<file path="config.mk">
export PLATFORM = sky130hd
export DESIGN_NAME = hex_display_scanner
export DESIGN_NICKNAME = d
export VERILOG_FILES = /design/src/rtl/hex_display_pkg.sv /design/src/rtl/hex_display_scanner_decoder.sv /design/src/rtl/hex_display_scanner.sv
export SDC_FILE = /design/constraint.sdc
export NUM_CORES = 1
export LEC_CHECK = 0
export ABC_AREA = 1
export BUFFER_PORTS_ARGS = -buffer_cell sky130_fd_sc_hd__buf_4
export CAP_MARGIN = 15
export CORE_MARGIN = 3
export CORE_UTILIZATION = 60
export CTS_CLUSTER_DIAMETER = 30
export DETAILED_ROUTE_END_ITERATION = 6
export HOLD_SLACK_MARGIN = 0.08
export PLACE_DENSITY = 0.8
export SLEW_MARGIN = 5
export SYNTH_ARGS = -nofsm -noshare
export SYNTH_HDL_FRONTEND = slang
export SYNTH_SLANG_ARGS = --single-unit
</file>
<file path="constraint.sdc">
create_clock -name Clk -period 3.7 [get_ports Clk]
set_clock_uncertainty 0.1 [all_clocks]
set_input_delay 0.555 -clock Clk [delete_from_list [all_inputs] [get_ports Clk]]
set_output_delay 0.555 -clock Clk [all_outputs]
set_load 0.01 [all_outputs]
</file>
<file path="src/rtl/hex_display_pkg.sv">
// Shared types and constants for the multiplexed hex display scanner.
package hex_display_pkg;

    typedef enum logic [1:0] {
        OFF   = 2'd0,
        DRIVE = 2'd1,
        GAP   = 2'd2
    } scan_state_t;

    typedef struct packed {
        logic       blank;
        logic [3:0] data;
    } digit_entry_t;

    localparam logic [0:6] SEG_BLANK = 7'b1111111;

    localparam digit_entry_t ENTRY_RESET = '{blank: 1'b1, data: 4'h0};

    function automatic int max_int(input int a, input int b);
        return (a > b) ? a : b;
    endfunction

endpackage

</file>
<file path="src/rtl/hex_display_scanner_decoder.sv">
// Active-low 4-bit hex to 7-segment decoder; o_seg[0] is segment a, o_seg[6] is segment g.
module hex_display_scanner_decoder
    import hex_display_pkg::*;
(
    input  logic [3:0] i_hex,
    output logic [0:6] o_seg
);

    // Glyph lookup, lowercase b and d so they differ from 8 and 0.
    always_comb begin
        o_seg = SEG_BLANK;
        case (i_hex)
            4'h0:    o_seg = 7'b0000001;
            4'h1:    o_seg = 7'b1001111;
            4'h2:    o_seg = 7'b0010010;
            4'h3:    o_seg = 7'b0000110;
            4'h4:    o_seg = 7'b1001100;
            4'h5:    o_seg = 7'b0100100;
            4'h6:    o_seg = 7'b0100000;
            4'h7:    o_seg = 7'b0001111;
            4'h8:    o_seg = 7'b0000000;
            4'h9:    o_seg = 7'b0000100;
            4'hA:    o_seg = 7'b0001000;
            4'hB:    o_seg = 7'b1100000;
            4'hC:    o_seg = 7'b0110001;
            4'hD:    o_seg = 7'b1000010;
            4'hE:    o_seg = 7'b0110000;
            4'hF:    o_seg = 7'b0111000;
            default: o_seg = SEG_BLANK;
        endcase
    end

endmodule

</file>
<file path="src/rtl/hex_display_scanner.sv">
// Scans NUM_DIGITS common-anode digits through one shared decoder, with a
// double-buffered digit table that is swapped only at frame boundaries.
module hex_display_scanner
    import hex_display_pkg::*;
#(
    parameter int NUM_DIGITS      = 4,
    parameter int TICKS_PER_DIGIT = 50000,
    parameter int GAP_TICKS       = 500
) (
    input  logic                          Clk,
    input  logic                          ResetN,
    input  logic                          Enable,
    input  logic                          WrValid,
    output logic                          WrReady,
    input  logic [$clog2(NUM_DIGITS)-1:0] WrIdx,
    input  logic [3:0]                    WrData,
    input  logic                          WrBlank,
    input  logic                          Commit,
    output logic                          CommitDone,
    output logic                          FrameStart,
    output logic [0:6]                    Seg,
    output logic [NUM_DIGITS-1:0]         DigitEn
);

    localparam int IDX_W = $clog2(NUM_DIGITS);
    localparam int CNT_W = $clog2(max_int(TICKS_PER_DIGIT, GAP_TICKS) + 1);

    localparam logic [CNT_W-1:0] DRIVE_LAST = CNT_W'(TICKS_PER_DIGIT - 1);
    localparam logic [CNT_W-1:0] GAP_LAST   = CNT_W'((GAP_TICKS > 0) ? (GAP_TICKS - 1) : 0);
    localparam logic [IDX_W-1:0] IDX_LAST   = IDX_W'(NUM_DIGITS - 1);
    localparam bit               HAS_GAP    = (GAP_TICKS > 0);

    scan_state_t           r_state;
    logic [IDX_W-1:0]      r_idx;
    logic [CNT_W-1:0]      r_cnt;
    digit_entry_t          r_shadow [NUM_DIGITS];
    digit_entry_t          r_active [NUM_DIGITS];
    logic                  r_pending;
    logic [0:6]            r_seg;
    logic [NUM_DIGITS-1:0] r_digit_en;
    logic                  r_commit_done;
    logic                  r_frame_start;

    scan_state_t           w_state_nxt;
    logic [IDX_W-1:0]      w_idx_nxt;
    logic [IDX_W-1:0]      w_idx_inc;
    logic [CNT_W-1:0]      w_cnt_nxt;
    logic                  w_frame_start;
    logic                  w_copy;
    logic                  w_wr_accept;
    digit_entry_t          w_cur;
    logic [0:6]            w_dec_seg;
    logic [0:6]            w_seg_nxt;
    logic [NUM_DIGITS-1:0] w_en_nxt;

    hex_display_scanner_decoder u_decoder (
        .i_hex (w_cur.data),
        .o_seg (w_dec_seg)
    );

    // Digit index following the current one, wrapping at the last digit.
    always_comb begin
        w_idx_inc = r_idx + IDX_W'(1);
        if (r_idx == IDX_LAST) begin
            w_idx_inc = '0;
        end else begin
            w_idx_inc = r_idx + IDX_W'(1);
        end
    end

    // Scan sequencing; w_frame_start marks the edge that enters DRIVE of digit 0.
    always_comb begin
        w_state_nxt   = r_state;
        w_idx_nxt     = r_idx;
        w_cnt_nxt     = r_cnt;
        w_frame_start = 1'b0;
        if (!Enable) begin
            w_state_nxt = OFF;
            w_idx_nxt   = '0;
            w_cnt_nxt   = '0;
        end else begin
            case (r_state)
                OFF: begin
                    w_state_nxt   = DRIVE;
                    w_idx_nxt     = '0;
                    w_cnt_nxt     = '0;
                    w_frame_start = 1'b1;
                end
                DRIVE: begin
                    if (r_cnt == DRIVE_LAST) begin
                        w_cnt_nxt = '0;
                        if (HAS_GAP) begin
                            w_state_nxt = GAP;
                        end else begin
                            w_state_nxt   = DRIVE;
                            w_idx_nxt     = w_idx_inc;
                            w_frame_start = (w_idx_inc == '0);
                        end
                    end else begin
                        w_cnt_nxt = r_cnt + CNT_W'(1);
                    end
                end
                GAP: begin
                    if (r_cnt == GAP_LAST) begin
                        w_state_nxt   = DRIVE;
                        w_idx_nxt     = w_idx_inc;
                        w_cnt_nxt     = '0;
                        w_frame_start = (w_idx_inc == '0);
                    end else begin
                        w_cnt_nxt = r_cnt + CNT_W'(1);
                    end
                end
                default: begin
                    w_state_nxt = OFF;
                    w_idx_nxt   = '0;
                    w_cnt_nxt   = '0;
                end
            endcase
        end
    end

    // Table swap and write acceptance; a swap and a write can never share an edge.
    always_comb begin
        w_copy      = r_pending && ((r_state == OFF) || w_frame_start);
        w_wr_accept = WrValid && !r_pending;
    end

    // Select the active entry for the digit being scanned and form the next bus values.
    always_comb begin
        w_cur = r_active[0];
        for (int d = 0; d < NUM_DIGITS; d++) begin
            if (r_idx == IDX_W'(d)) begin
                w_cur = r_active[d];
            end else begin
                w_cur = w_cur;
            end
        end
        if ((r_state == DRIVE) && !w_cur.blank) begin
            w_seg_nxt = w_dec_seg;
            w_en_nxt  = ~(NUM_DIGITS'(1) << r_idx);
        end else begin
            w_seg_nxt = SEG_BLANK;
            w_en_nxt  = '1;
        end
    end

    // State, tables, handshake and registered display outputs.
    always_ff @(posedge Clk) begin
        if (!ResetN) begin
            r_state       <= OFF;
            r_idx         <= '0;
            r_cnt         <= '0;
            r_pending     <= 1'b0;
            r_seg         <= SEG_BLANK;
            r_digit_en    <= '1;
            r_commit_done <= 1'b0;
            r_frame_start <= 1'b0;
            for (int d = 0; d < NUM_DIGITS; d++) begin
                r_shadow[d] <= ENTRY_RESET;
                r_active[d] <= ENTRY_RESET;
            end
        end else begin
            r_state       <= w_state_nxt;
            r_idx         <= w_idx_nxt;
            r_cnt         <= w_cnt_nxt;
            r_seg         <= w_seg_nxt;
            r_digit_en    <= w_en_nxt;
            r_commit_done <= w_copy;
            r_frame_start <= w_frame_start;
            for (int d = 0; d < NUM_DIGITS; d++) begin
                if (w_copy) begin
                    r_active[d] <= r_shadow[d];
                end
                if (w_wr_accept && (WrIdx == IDX_W'(d))) begin
                    r_shadow[d] <= '{blank: WrBlank, data: WrData};
                end
            end
            if (w_copy) begin
                r_pending <= 1'b0;
            end else if (Commit) begin
                r_pending <= 1'b1;
            end
        end
    end

    assign WrReady    = !r_pending;
    assign CommitDone = r_commit_done;
    assign FrameStart = r_frame_start;
    assign Seg        = r_seg;
    assign DigitEn    = r_digit_en;

endmodule

</file>
==> results.tsv <==
metric	value	unit
min Tclk post-route	2550	ps
Final Hold Violating Endpoints	0	
die height	83.3	um
Worst path slowest cell	o21ai_0	
GRT met2 Usage	32.0	%
Vias	2631	
DIE WIDTH	83.3	um
clock root cell	clkbuf_8	
syn nets	453	
Synth Cell Area	3580	um^2
#FFs+latches synth	74	
setup_tns	0	ps
crit path kind	reg2reg	
HP Class	in2reg	
busiest metal layer after global routing	met2	
synthesized instance count	426	
max incr delay on CP	570	ps
worst ir drop on vdd	0.290	mV
largest net degree at the start of global routing	22	
DR vias/cell	4.93	
H-tree depth	3	
GR Util All Layers	20.0	%
Seq/Total Area, Yosys	52.6	%
Power Dens Cells	400	nW/um^2
IO Count	26	
Non-Filler Cell Area, Final	4000	um^2
Pre-Repair DR Iteration Count	5	
grt met1 use	25.8	%
Initial Util	63.5	%
top_reg_cell synth	edfxtp_1	
post-cts resize count	0	
DP HPWL	4640	um
CTS tree	built	
vias in the first global route	2507	
Final nets	484	
final setup vio count	0	
GRT Residual Overflow	0	
most frequent cells after synthesis	nand2_1 (88), nor2_1 (84), inv_1 (69)	
CTS max path bufs	2	
Startpoint Class	flop	
first-pass GRT wire length	11000	um
most common cell in the synthesized netlist	nand2_1	
area of the core	5640	um^2
initial antenna violation count	0	
WL/cell	12.1	um
Worst Max-Slew Pin Slew	813	ps
later-pin clock latency in the skew report	350	ps
Worst EP arrival	2720	ps
area leader, netlist	edfxtp_1	
met3 Use GR	5.16	%
Post-synth EDFFs	40	
Worst-path clk slew	80	ps
critical path endpoint category	flop	
FMAX	0.392	GHz
cells along the critical path	ha_1 -> inv_2 -> o21ai_0 -> inv_1 -> ha_1 -> inv_1 -> nand3_1 -> nor2_1 -> nor2_1 -> o21ai_0	
Avg Cell Area, Syn	8.41	um^2
Post-CTS Hold Fix Bufs	0	
final WL	6470	um
CTS Buf Count	9	
Crit path max-delay family	compound AO/OA/AOI/OAI gates	
RSZ-0062 raised after global routing	false	
critical path data required time	3870	ps
placed instance area	3820	um^2
Lkg Pwr	1.78	nW
Synth cell types	30	
number of buffers added for setup after CTS	0	
die area	6930	um^2
clock sink count	74	
num rows	27	
final worst path period share	69.0	%
P&R area growth vs syn	11.6	%
Synth async-reset ratio	0	%
Buf+Inv Stages, Crit Path	3	
top cells by area, synth	edfxtp_1 (34%), dfxtp_1 (19%), nand2_1 (9.2%), nor2_1 (8.8%), inv_1 (7.2%)	
initial detailed-routing violation count	155	
max-slew headroom at the worst pin	45.7	%
ANT cells	0	
DRC violations left	0	
YS warnings	0	
top-area cell type share of the netlist area	33.5	%
number of max-cap violations	0	
fin. max-slew vios	0	
Routability Congestion	0.847	
fraction of layout cells with a size suffix above 1	14.1	%
post-route ant nets	0	
PortBufs	25	
status	completed	
crit path max fanout	8	
final timing paths:
kind,cells after the start,endpoint,slack [ps],from
max,10,Seg[2]$_SDFF_PN1_,1150,r_idx[0]$_SDFFE_PN0P_
min,3,r_pending$_SDFFE_PP0P_,340,Commit
max reg2reg,10,Seg[2]$_SDFF_PN1_,1150,r_idx[0]$_SDFFE_PN0P_
min reg2reg,1,r_cnt[0]$_SDFF_PN0_,370,r_cnt[0]$_SDFF_PN0_
logic make-up after synthesis:
group	after synthesis	synth area share, %
flip-flops	74	52.6
AO/OA/AOI/OAI	18	2.66
XOR/XNOR	12	2.94
adder cells (fa/ha/maj)	15	5.24
buffers and inverters	76	8.53
AND/OR/NAND/NOR	231	28.1
cell type report:
cell class,instances,area (um^2)
clock buffer,9,124
timing repair buffer,25,188
multi-input combinational,276,1390
sequential,74,1880
clock inverter,7,51.3
inverter,71,267
fill,450,1650
tap,72,90.1
power breakdown:
part,leakage (nW),internal (mW),switching [mW]
logic,1.02,0.0400,0.0860
registers,0.671,0.894,0.00946
clock network,0.0885,0.249,0.321
total,1.78,1.18,0.417
stage by stage:
stage               hold slack, ps  power (mW)  setup WS (ps)  utilization, %  std cells
global route                   351        1.67            916            70.8        534
floorplan                      318        1.01           1630               -        426
CTS                            335        1.61           1180            70.8        534
finish                         343        1.60           1150            70.8        534
detailed placement             343        1.05           1230            67.7        518
global placement               330        1.04           1440            67.7        518
registers in the layout, indices dropped and copies added (netlist names):
signal	count
CommitDone	1
r_cnt	16
r_pending	1
r_active	20
Seg	7
r_shadow	20
r_state	2
FrameStart	1
r_idx	2
DigitEn	4
worst min-delay path: cells and delay by family:
family / cells / cell delay (ps)
simple gates: 2 / 120
buf+inv: 1 / 80
placed cells by master, fill, tap and decap left out, drive strengths merged:
cell	instances
a21oi	12
a31oi	1
clkinvlp	1
xor2	9
nand3b	2
dfxtp	34
or2	3
nand4	2
buf	25
nand2	95
xnor2	3
o21ai	5
edfxtp	40
nor2	95
ha	15
clkinv	2
nand3	33
inv	75
nor3	1
clkbuf	9
per-layer routing:
| layer | wire, um | vias to the layer above |
|---|---|---|
| met2 | 3030 | 57 |
| met5 | 0 | - |
| met4 | 107 | 0 |
| li1 | - | 1383 |
| met1 | 3010 | 1180 |
| met3 | 326 | 11 |
Note: power is estimated with default switching activity, not from simulation.
